===== config.mk =====
export PLATFORM = sky130hd
export DESIGN_NAME = h264_intra4x4_sched_flat
export DESIGN_NICKNAME = d
export VERILOG_FILES = /design/src/rtl/h264_intra4x4_sched_if.sv /design/src/rtl/h264_intra4x4_sched.sv /design/src/flat_wrapper.sv
export SDC_FILE = /design/constraint.sdc
export NUM_CORES = 1
export LEC_CHECK = 0
export CAP_MARGIN = 20
export CORE_ASPECT_RATIO = 0.6
export CORE_UTILIZATION = 43
export DETAILED_ROUTE_END_ITERATION = 12
export PLACE_DENSITY = 0.86
export SLEW_MARGIN = 10
export SYNTH_ARGS = -nofsm -noshare
export SYNTH_HDL_FRONTEND = slang
export SYNTH_SLANG_ARGS = --single-unit

===== constraint.sdc =====
create_clock -name CLK -period 4.5 [get_ports CLK]
set_input_delay 0.9 -clock CLK [delete_from_list [all_inputs] [get_ports CLK]]
set_output_delay 0.9 -clock CLK [all_outputs]
set_load 0.05 [all_outputs]

===== src/rtl/h264_intra4x4_sched_if.sv =====
// Handshake/bus bundle between the frame sequencer, the pixel source FIFO,
// intra4x4 and recon. "slave" is the sequencer side, "master" the environment.
interface h264_intra4x4_sched_if;
   logic        START;
   logic        SRC_VALID;
   logic [31:0] SRC_DATA;
   logic        SRC_READ;
   logic        NEWSLICE;
   logic        NEWLINE;
   logic        STROBEI;
   logic [31:0] DATAI;
   logic        READYI;
   logic        FBSTROBE;
   logic        CHREADY;
   logic [7:0]  MBX;
   logic [7:0]  MBY;
   logic        BUSY;
   logic        DONE;
   logic        ERR;

   modport slave (
      input  START, SRC_VALID, SRC_DATA, READYI, FBSTROBE, CHREADY,
      output SRC_READ, NEWSLICE, NEWLINE, STROBEI, DATAI, MBX, MBY, BUSY, DONE, ERR
   );

   modport master (
      output START, SRC_VALID, SRC_DATA, READYI, FBSTROBE, CHREADY,
      input  SRC_READ, NEWSLICE, NEWLINE, STROBEI, DATAI, MBX, MBY, BUSY, DONE, ERR
   );
endinterface


===== src/rtl/h264_intra4x4_sched.sv =====
// Frame-level macroblock sequencer for intra4x4: raster-scans MBs, streams 64
// luma words per MB from the source FIFO, then waits for 16 recon feedback
// strobes plus CHREADY before moving on.
// Optional WAITFB watchdog enabled by defining H264_SCHED_TIMEOUT_EN.
module h264_intra4x4_sched #(
   parameter int unsigned MB_COLS    = 11,
   parameter int unsigned MB_ROWS    = 9,
   parameter int unsigned FB_TIMEOUT = 1023
) (
   input logic                   CLK,
   input logic                   RESET,
   h264_intra4x4_sched_if.slave  bus
);

   typedef enum logic [2:0] {StIdle, StSlice, StLine, StFeed, StWaitFb, StNext} state_e;

   state_e      state_q, state_d;
   logic [5:0]  word_cnt_q, word_cnt_d;
   logic [4:0]  fb_cnt_q, fb_cnt_d;
   logic [7:0]  mbx_q, mbx_d;
   logic [7:0]  mby_q, mby_d;
   logic        strobe;
   logic        done;

`ifdef H264_SCHED_TIMEOUT_EN
   logic [9:0]  wd_q, wd_d;
   logic        err_q, err_d;
`endif

   // State and counter registers
   always_ff @(posedge CLK or posedge RESET) begin
      if (RESET) begin
         state_q    <= StIdle;
         word_cnt_q <= '0;
         fb_cnt_q   <= '0;
         mbx_q      <= '0;
         mby_q      <= '0;
`ifdef H264_SCHED_TIMEOUT_EN
         wd_q       <= '0;
         err_q      <= 1'b0;
`endif
      end else begin
         state_q    <= state_d;
         word_cnt_q <= word_cnt_d;
         fb_cnt_q   <= fb_cnt_d;
         mbx_q      <= mbx_d;
         mby_q      <= mby_d;
`ifdef H264_SCHED_TIMEOUT_EN
         wd_q       <= wd_d;
         err_q      <= err_d;
`endif
      end
   end

   // Next-state, counters and strobe/done generation
   always_comb begin
      state_d    = state_q;
      word_cnt_d = word_cnt_q;
      fb_cnt_d   = fb_cnt_q;
      mbx_d      = mbx_q;
      mby_d      = mby_q;
      strobe     = 1'b0;
      done       = 1'b0;
`ifdef H264_SCHED_TIMEOUT_EN
      wd_d       = '0;
      err_d      = err_q;
`endif

      // Feedback may overlap the feed phase; saturate at 16 per MB
      if ((state_q == StFeed || state_q == StWaitFb) && bus.FBSTROBE && fb_cnt_q != 5'd16) begin
         fb_cnt_d = fb_cnt_q + 5'd1;
      end

      unique case (state_q)
         StIdle: begin
            if (bus.START) begin
               state_d = StSlice;
               mbx_d   = '0;
               mby_d   = '0;
            end
         end
         StSlice: state_d = StLine;
         StLine: begin
            state_d    = StFeed;
            word_cnt_d = '0;
            fb_cnt_d   = '0;
         end
         StFeed: begin
            strobe = bus.READYI & bus.SRC_VALID;
            if (strobe) begin
               word_cnt_d = word_cnt_q + 6'd1;
               if (word_cnt_q == 6'd63) state_d = StWaitFb;
            end
         end
         StWaitFb: begin
            if (fb_cnt_q == 5'd16 && bus.CHREADY) begin
               state_d = StNext;
            end
`ifdef H264_SCHED_TIMEOUT_EN
            else if (bus.FBSTROBE) begin
               wd_d = '0;
            end else if (wd_q == 10'(FB_TIMEOUT - 1)) begin
               err_d   = 1'b1;
               state_d = StIdle;
               mbx_d   = '0;
               mby_d   = '0;
            end else begin
               wd_d = wd_q + 10'd1;
            end
`endif
         end
         StNext: begin
            if (mbx_q < 8'(MB_COLS - 1)) begin
               mbx_d      = mbx_q + 8'd1;
               state_d    = StFeed;
               word_cnt_d = '0;
               fb_cnt_d   = '0;
            end else begin
               mbx_d = '0;
               if (mby_q < 8'(MB_ROWS - 1)) begin
                  mby_d   = mby_q + 8'd1;
                  state_d = StLine;
               end else begin
                  mby_d   = '0;
                  done    = 1'b1;
                  state_d = StIdle;
               end
            end
         end
         default: state_d = StIdle;
      endcase
   end

   assign bus.STROBEI  = strobe;
   assign bus.SRC_READ = strobe;
   // Gate the passthrough so DATAI reads zero outside the feed phase
   assign bus.DATAI    = (state_q == StFeed) ? bus.SRC_DATA : '0;
   assign bus.NEWSLICE = (state_q == StSlice);
   assign bus.NEWLINE  = (state_q == StLine);
   assign bus.BUSY     = (state_q != StIdle);
   assign bus.DONE     = done;
   assign bus.MBX      = mbx_q;
   assign bus.MBY      = mby_q;

`ifdef H264_SCHED_TIMEOUT_EN
   assign bus.ERR = err_q;
`else
   logic unused_fb_timeout;
   assign unused_fb_timeout = |FB_TIMEOUT;
   assign bus.ERR = 1'b0;
`endif

endmodule


===== src/flat_wrapper.sv =====
// flat-port wrapper written by rule: the top's interface ports become plain ports
module h264_intra4x4_sched_flat 
#(
   parameter int unsigned MB_COLS    = 11,
   parameter int unsigned MB_ROWS    = 9,
   parameter int unsigned FB_TIMEOUT = 1023
)
  (CLK, RESET, bus_START, bus_SRC_VALID, bus_SRC_DATA, bus_READYI, bus_FBSTROBE, bus_CHREADY, bus_SRC_READ, bus_NEWSLICE, bus_NEWLINE, bus_STROBEI, bus_DATAI, bus_MBX, bus_MBY, bus_BUSY, bus_DONE, bus_ERR);
  h264_intra4x4_sched_if bus_i ();
  input logic CLK;
  input logic RESET;
  input wire logic [$bits(bus_i.START)-1:0] bus_START;
  input wire logic [$bits(bus_i.SRC_VALID)-1:0] bus_SRC_VALID;
  input wire logic [$bits(bus_i.SRC_DATA)-1:0] bus_SRC_DATA;
  input wire logic [$bits(bus_i.READYI)-1:0] bus_READYI;
  input wire logic [$bits(bus_i.FBSTROBE)-1:0] bus_FBSTROBE;
  input wire logic [$bits(bus_i.CHREADY)-1:0] bus_CHREADY;
  output wire logic [$bits(bus_i.SRC_READ)-1:0] bus_SRC_READ;
  output wire logic [$bits(bus_i.NEWSLICE)-1:0] bus_NEWSLICE;
  output wire logic [$bits(bus_i.NEWLINE)-1:0] bus_NEWLINE;
  output wire logic [$bits(bus_i.STROBEI)-1:0] bus_STROBEI;
  output wire logic [$bits(bus_i.DATAI)-1:0] bus_DATAI;
  output wire logic [$bits(bus_i.MBX)-1:0] bus_MBX;
  output wire logic [$bits(bus_i.MBY)-1:0] bus_MBY;
  output wire logic [$bits(bus_i.BUSY)-1:0] bus_BUSY;
  output wire logic [$bits(bus_i.DONE)-1:0] bus_DONE;
  output wire logic [$bits(bus_i.ERR)-1:0] bus_ERR;
  assign bus_i.START = bus_START;
  assign bus_i.SRC_VALID = bus_SRC_VALID;
  assign bus_i.SRC_DATA = bus_SRC_DATA;
  assign bus_i.READYI = bus_READYI;
  assign bus_i.FBSTROBE = bus_FBSTROBE;
  assign bus_i.CHREADY = bus_CHREADY;
  assign bus_SRC_READ = bus_i.SRC_READ;
  assign bus_NEWSLICE = bus_i.NEWSLICE;
  assign bus_NEWLINE = bus_i.NEWLINE;
  assign bus_STROBEI = bus_i.STROBEI;
  assign bus_DATAI = bus_i.DATAI;
  assign bus_MBX = bus_i.MBX;
  assign bus_MBY = bus_i.MBY;
  assign bus_BUSY = bus_i.BUSY;
  assign bus_DONE = bus_i.DONE;
  assign bus_ERR = bus_i.ERR;
  h264_intra4x4_sched #(.MB_COLS(MB_COLS), .MB_ROWS(MB_ROWS), .FB_TIMEOUT(FB_TIMEOUT)) u_core (.CLK(CLK), .RESET(RESET), .bus(bus_i));
endmodule

Yosys cells after proc, flatten, opt, wreduce, memory -nomap -nowiden
Index checks and enable logic that the tools add are counted.
W data, S select, Z words.
{"block": "totals", "reg_bits": 30, "latch_bits": 0, "ram_bits": 0, "mem_bits_ro": 0, "output_inout_bits": 55, "wordCells": 62, "memories": 0}
{"block": "op_classes", "addsub": 4, "mul": 0, "n_div": 0, "magnitude_cmp": 2, "n_eq_ne": 14, "shifts": 0, "n_mux": 24, "bitwise_logic": 1, "reduce_logical": 12}
{"cell": "$mux W32", "count": 1}
{"cell": "$mux W8", "count": 4}
{"cell": "$pmux W8 S2", "count": 2}
{"cell": "$pmux W3 S6", "count": 1}
{"cell": "$pmux W6 S3", "count": 1}
{"cell": "$add A8 B1 Y8 const B", "count": 2}
{"cell": "$lt A8 B4 Y1 const B", "count": 2}
{"cell": "$mux W3", "count": 5}
{"cell": "$mux W6", "count": 2}
{"cell": "$mux W5", "count": 2}
{"cell": "$ne A2 B2 Y1 const B", "count": 5}
{"cell": "$pmux W5 S2", "count": 1}
{"cell": "$add A6 B1 Y6 const B", "count": 1}
{"cell": "$eq A3 B2 Y1 const B", "count": 2}
{"cell": "$eq A3 B3 Y1 const B", "count": 2}
{"cell": "$eq A6 B6 Y1 const B", "count": 1}
{"cell": "$reduce_and A3 Y1", "count": 2}
{"cell": "$reduce_bool A3 Y1", "count": 2}
{"cell": "$add A5 B1 Y5 const B", "count": 1}
{"cell": "$eq A5 B5 Y1 const B", "count": 1}
{"cell": "$ne A5 B5 Y1 const B", "count": 1}
{"cell": "$mux W1", "count": 4}
{"cell": "$reduce_and A4 Y1", "count": 1}
{"cell": "$eq A3 B1 Y1 const B", "count": 1}
{"cell": "other kinds (8)", "count": 10}

Depth between registers and ports, before layout
Gate-level depths: netlist of run 1.
{"block": "depth", "word_depth": 7, "ltp_mapped": 6, "mapped_depth_nobuf": 6}

Worst setup path after synthesis of run 1
No wires, ideal clock.
{"block": "synth_path", "kind": "register -> output", "startpoint": "register u_core.mbx_q[1] (netlist: u_core.bus.MBX[1])", "endpoint": "output bus_DONE", "t_arrival_ps": 1730, "required_time_ps": 3600, "slack_ps": 1870, "path_stages_with_launch": 5, "path_cell_list": "dfrtp_1 > o21ai_1 > nand2_1 > o21ai_0 > nor2_1"}
{"block": "synth_via", "elab_chain_len": 3}
{"element": "start, declared", "line_no": "h264_intra4x4_sched.sv:20", "rtl": "logic [7:0] mbx_q, mbx_d;"}
{"element": "start signal, assigned", "line_no": "h264_intra4x4_sched.sv:46", "rtl": "mbx_q <= mbx_d;"}
{"element": "$lt A8 B4 Y1", "line_no": "h264_intra4x4_sched.sv:113", "rtl": "if (mbx_q < 8'(MB_COLS - 1)) begin"}
{"element": "$mux W1", "line_no": "h264_intra4x4_sched.sv:113"}
{"element": "$mux W1", "line_no": "h264_intra4x4_sched.sv:74", "rtl": "unique case (state_q)"}
{"element": "end, declared", "line_no": "flat_wrapper.sv:26", "rtl": "output wire logic [$bits(bus_i.DONE)-1:0] bus_DONE;"}
No other way between the ends.

Worst setup path after layout of run 1
{"block": "layout_path", "startpoint": "register u_core.state_q[0]", "endpoint": "output bus_SRC_READ"}
{"block": "layout_via", "elab_chain_len": 2}
{"element": "start, declared", "line_no": "h264_intra4x4_sched.sv:17", "rtl": "state_e state_q, state_d;"}
{"element": "start signal, assigned", "line_no": "h264_intra4x4_sched.sv:33", "rtl": "state_q <= StIdle;"}
{"element": "start signal, assigned", "line_no": "h264_intra4x4_sched.sv:43", "rtl": "state_q <= state_d;"}
{"element": "$eq A3 B2 Y1", "line_no": "h264_intra4x4_sched.sv:74"}
{"element": "$mux W1", "line_no": "h264_intra4x4_sched.sv:74"}
{"element": "end, declared", "line_no": "flat_wrapper.sv:18", "rtl": "output wire logic [$bits(bus_i.SRC_READ)-1:0] bus_SRC_READ;"}
No other way between the ends.

==> results of run 1 <==
layout by cell type (no fill, tap or decap), drive strengths merged, types with 2 or more instances in the layout:
cell,count
o31ai,2
ha,5
nand2,5
or3,7
nor3,2
clkbuf,7
and2,35
nand3,9
inv,11
o22ai,3
or4,2
nor2b,5
nand3b,2
a21o,2
xnor2,2
o21ai,11
mux2,3
o21a,2
and3,3
a21oi,9
nor2,8
o311ai,2
mux2i,3
and3b,2
dfrtp,30
nor3b,3
clkdlybuf4s50,92
through the flow:
step           hold WS, ps  instances  utilization  cell area [um^2]
6_report               508        328        0.737              2820
3_5_place_dp           498        321        0.714              2730
4_1_cts                511        327        0.735              2820
5_1_grt                525        328        0.737              2820
3_3_place_gp           492        321        0.714              2730
2_1_floorplan          519        190            -              1790
state kept, by name, indices dropped and copies added (netlist names):
register	flops
u_core.bus.MBX	8
u_core.fb_cnt_q	5
u_core.state_q	3
u_core.bus.MBY	8
u_core.word_cnt_q	6
worst max-delay path by stage:
| stage | to | slack, ps | depth (start not counted) |
|---|---|---|---|
| after floorplan | bus_DONE | 1870 | 4 |
| after global placement | bus_STROBEI | 1120 | 3 |
| after detailed placement | bus_SRC_READ | 1070 | 3 |
| after CTS | bus_SRC_READ | 750 | 3 |
| after global routing | bus_STROBEI | 570 | 3 |
| final | bus_SRC_READ | 740 | 3 |
power by group:
part / leakage (uW) / switching [uW] / internal [uW] / total [uW]
sequential: 0.000371 / 39.1 / 310 / 349
combinational: 0.000783 / 129 / 108 / 237
clock: 0.0000431 / 94.7 / 118 / 212
kinds of logic after synthesis:
family	count (synthesis)	synth area share
flops	30	0.419
fa+ha+maj	5	0.0349
other cells	1	0.00209
compound gates	38	0.147
xor+xnor	2	0.00979
mux	6	0.0356
simple gates	88	0.303
buf+inv	20	0.0482
area by class of cell:
cell class	instances	area, um^2
clock buffers	6	82.6
fillers	298	1010
inverters	11	41.3
multi-input cells	140	953
flip-flops and latches	30	751
well taps	47	58.8
repair buffers	94	933
metal layers:
metal,routed length (um),global-route usage,part of all wire
met4,31,0.0583,0.0062
met2,2230,0.356,0.44
met1,2530,0.348,0.50
met5,0,0,0
met3,244,0.0683,0.048
worst reg2reg max path, cell delays in order (launching register included):
cell,delay [ps]
dfrtp_1,580
and3b_1,840
o211ai_2,290
or3_1,410
a21oi_1,150
==> results.txt, run 1 <==
Type of the worst setup path: reg -> out
Htree depth: 2
DIE HEIGHT: 52.0 um
CP Launch Type: register
Placement Setup Slack: 1070 ps
Cells after Synth: 190
Peak supply drop: 0.183 mV
Final HPWL DP: 3890 um
Synth area leader: dfrtp_1
Total Wirelength: 5040 um
Post-route ant nets: 0
Clock root buffer: clkbuf_8
Ranking of synthesized cells by area: dfrtp_1 (42%), and2_1 (12%), ha_1 (3.5%)
Diode count: 0
Initial antenna violation count: 0
Worst Hold Path EP: u_core.bus.MBY[7]
Input/output buffers: 92
Layout Nets: 326
Skew final: 3.54 ps
Yosys top cell area share: 0.419
Final setup fails: 0
Leakage: 0.00120 uW
CTS Buf Count: 5
Initial core utilization: 0.468
PD cells: 283 nW/um^2
Crit path max fanout: 35
Worst-Skew Late Latency: 280 ps
Status: finished clean
Fin worst setup slack: 744 ps
Type of the worst min-delay path: reg -> reg
CTS Hold Buffers Added: 0
Reg2reg path depth: 4
Vias in the first global route: 1568
Max-Cap Viols: 0
Post-synthesis sequential area ratio: 0.419
Total track usage: 0.241
Setup TNS: 0 ps
Number of synthesized flops with an enable pin: 0
Async S/R FF share, synth: 1.00
Width of the die: 85.3 um
Max stage delay cell, worst path: and3b_1
Post-CTS Setup Inserts: 0
Grt total ovfl: 0
1st-pass router iterations: 4
Slew headroom: 0.382
Top-count cell post-synth: and2_1
Placer congestion estimate: 0.804
Crit path required time: 3600 ps
Worst r2r dst: u_core.fb_cnt_q[4]
Largest net degree at the start of global routing: 36
Synth cell count leaders: and2_1 (35), dfrtp_1 (30), inv_1 (11), nand3_1 (9), o21ai_0 (9)
Max Slew Vio Count: 0
Post-synth cell types: 44
CTS Sinks: 30
Post-Syn Area per Cell: 9.42 um^2
Row count: 17
Worst hold stages: 1
Primary FF master, synth: dfrtp_1
First-pass GRT wire length: 7960 um
Critical Path Start: u_core.state_q[0]
Top Ports: 94
Clock transition at the registers of the reported paths: 60 ps
Worst path cell trace: and3b_1 -> and3_1 -> clkdlybuf4s50_1
Fraction of layout cells with a size suffix above 1: 0.0641
Die Area: 4430 um^2
Area grow syn2layout: 57.5%
Post-CTS Resized: 0
Buf/Inv on CP: 1
R2r startpoint: u_core.state_q[0]
CP top delay family: simple AND/OR/NAND/NOR gates
CP peak stage delay: 840 ps
HP Start: u_core.bus.MBY[7]
Reg2reg setup slack: 2160 ps
Worst-margin pin slew: 927 ps
Routed via count: 1682
Routed wire per std cell: 15.4 um
CTS tree: done
Unrepaired setup endpoints after global routing: false
Fin crit period: 3760 ps
Power Total: 799 uW
Flop and latch count out of synthesis: 30
Critical Path End Type: output port
Initial drt markers: 107
Synthesis Warnings: 0
Vias per Instance: 5.13
Synthesized Nets: 234
Fmax achieved: 266 MHz
Final hold violations: 0
DRC: 0
CORE AREA: 3830 um^2
Cell Area, Synth: 1790 um^2
Crit share post-route: 0.835
CP arrival: 2860 ps
Largest buffer count on any clock path: 2
No activity file was read; power rests on OpenSTA's default activity.
==> run 2, diff against run 1 <==
- CORE_UTILIZATION: 43 -> 36
- PLACE_DENSITY: 0.86 -> 0.77
- clock period: 4.5 -> 3.15 ns (I/O delays scaled with it)
==> run 2 against run 1 <==
Against the previous run: clock skew decreased by 1.4 ps; first-iteration DRC count decreased by 6.5%; design area decreased by 1.4%; via count decreased by 2.0%; sequential power increased by 43%; non-clock buffer count increased by 2.
==> results.txt, run 2 (same netlist as run 1, synthesis figures left out) <==
Crit share post-route: 0.878
Layout Nets: 328 (+0.61%)
Highest routing layer actually used: met4
Width of the die: 93.0 um (+9.1%)
CTS Buf Count: 5 (unchanged)
Reg2reg path depth: 5 (+1)
Initial drt markers: 100 (-6.5%)
Crit path required time: 2520 ps (-1080 ps)
Power Total: 1150 uW (+44%)
Unrepaired setup endpoints after global routing: false
Post-route ant nets: 0 (unchanged)
First-pass GRT wire length: 7750 um (-2.6%)
Total track usage: 0.191 (-0.0497)
Most frequent cells in the layout: clkdlybuf4s50_1 (58), buf_4 (38), and2_1 (35)
Input/output buffers: 92 (unchanged)
Row count: 19 (+2)
Setup TNS: 0 ps (unchanged)
R2r startpoint: u_core.state_q[0]
Fmax achieved: 362 MHz
CTS Hold Buffers Added: 0 (unchanged)
Htree depth: 2 (unchanged)
Largest net degree at the start of global routing: 36 (unchanged)
Int Power: 766 uW (+43%)
Critical Path End Type: output port
Vias per Instance: 4.74 (-7.6%)
Worst hold stages: 1 (unchanged)
CTS tree: done
DRC: 0 (unchanged)
Clock transition at the registers of the reported paths: 60 ps (about the same)
Final setup fails: 0 (unchanged)
CP Launch Type: register
Clock root buffer: clkbuf_8
Fraction of layout cells with a size suffix above 1: 0.193 (+0.129)
Placer congestion estimate: 0.768 (-4.5%)
Hold slack: 518 ps (+10.4 ps)
Max-Cap Viols: 0 (unchanged)
Status: finished clean
Switching power as a share of total power: 0.333 (+0.00417)
Fin crit period: 2770 ps
Area grow syn2layout: 55.3%
CTS Sinks: 30 (unchanged)
Worst-Skew Late Latency: 280 ps (about the same)
Routed wire per std cell: 13.6 um (-12%)
Type of the worst min-delay path: reg -> reg
Placed Cells: 340 (+5.9%)
Crit path max fanout: 3 (-91%)
Wl on met1: 2490 um (-1.9%)
Max Slew Vio Count: 0 (unchanged)
Post-CTS Setup Inserts: 0 (unchanged)
Routed via count: 1649 (-2.0%)
Leakage: 0.00124 uW (+3.9%)
Post-CTS Resized: 0 (unchanged)
HP Start: u_core.bus.MBY[4]
Die Area: 5270 um^2 (+19%)
CORE AREA: 4680 um^2 (+22%)
Non-Filler Instances: 348 (+6.1%)
Final hold violations: 0 (unchanged)
Most common cell after layout, fill and taps aside: clkdlybuf4s50_1
Worst-margin pin slew: 517 ps (-410 ps)
WL met3: 221 um (-9.4%)
Worst Hold Path EP: u_core.bus.MBY[4]
Met2 wire len: 2000 um (-10%)
Comb pwr share: 0.284 (-0.013)
Final HPWL DP: 3730 um (-4.3%)
Initial antenna violation count: 0 (unchanged)
Skew final: 2.12 ps (-1.42 ps)
1st-pass router iterations: 4 (unchanged)
CP arrival: 2140 ps (-720 ps)
Slew headroom: 0.651 (+0.269)
Type of the worst setup path: reg -> out
DIE HEIGHT: 56.6 um (+8.9%)
PD cells: 413 nW/um^2 (+46%)
Part of the total power dissipated in the clock network: 0.283 (+0.017)
Worst r2r dst: u_core.fb_cnt_q[4]
P_sw: 382 uW (+46%)
Total Wirelength: 4720 um (-6.3%)
Grt total ovfl: 0 (unchanged)
Diode count: 0 (unchanged)
Vias in the first global route: 1550 (-1.1%)
Reg2reg setup slack: 1270 ps (-890 ps)
Initial core utilization: 0.382 (-0.0853)
Reg power frac: 0.433 (-0.004)
Top Ports: 94 (unchanged)
Peak supply drop: 0.289 mV (+58%)
Largest buffer count on any clock path: 2 (unchanged)
-- run 2: changes by cell type in the layout (fill, tap and decap cells not counted) --
cell | previous run | this run
buf_4 | 1 | 38
clkdlybuf4s50_1 | 92 | 58
clkbuf_1 | 0 | 1
clkbuf_2 | 1 | 0
clkinv_2 | 0 | 1
-- run 2: cell type report --
cell class | count | area [um^2]
clock inverter | 1 | 5.00
tap | 63 | 78.8
clock buffer | 7 | 86.3
inverter | 11 | 41.3
timing repair buffer | 96 | 866
multi-input combinational | 140 | 953
sequential | 30 | 751
fill | 413 | 1900
-- run 2: worst max-delay path by stage --
stage | slack (ps) | startpoint | endpoint | cells past startpoint
2_1_floorplan | 790 | u_core.bus.MBX[1] | bus_DONE | 4
3_3_place_gp | 680 | u_core.bus.MBY[5] | bus_DONE | 4
3_5_place_dp | 680 | u_core.bus.MBY[5] | bus_DONE | 4
4_1_cts | 370 | u_core.bus.MBY[5] | bus_DONE | 4
5_1_grt | 290 | u_core.state_q[1] | bus_NEWLINE | 3
6_report | 380 | u_core.bus.MBY[5] | bus_DONE | 4
-- run 2: power by group through the flow --
stage / registers (uW) / clock network [uW] / logic [uW]
after detailed placement: 503 / 0 / 330
after global placement: 500 / 0 / 322
after CTS: 497 / 333 / 330
after floorplan: 488 / 0 / 221
final: 498 / 325 / 326
after global routing: 508 / 345 / 359
-- run 2: layer usage --
layer | up-vias | track usage
li1 | 853 | -
met1 | 760 | 0.293
met2 | 34 | 0.269
met3 | 2 | 0.0515
met4 | 0 | 0.0330
met5 | - | 0
-- run 2: worst max-delay path: stages (launching register included) --
cell	delay (ps)
dfrtp_1	390
or4_1	550
o21ai_0	160
nor2_1	50
clkdlybuf4s50_1	690
-- run 2: metrics by stage --
step / setup WS, ps / cell area (um^2) / utilization
detailed placement: 679 / 2690 / 0.574
CTS: 366 / 2780 / 0.594
global route: 288 / 2780 / 0.594
global placement: 681 / 2690 / 0.574
finish: 385 / 2780 / 0.594
floorplan: 790 / 1790 / -
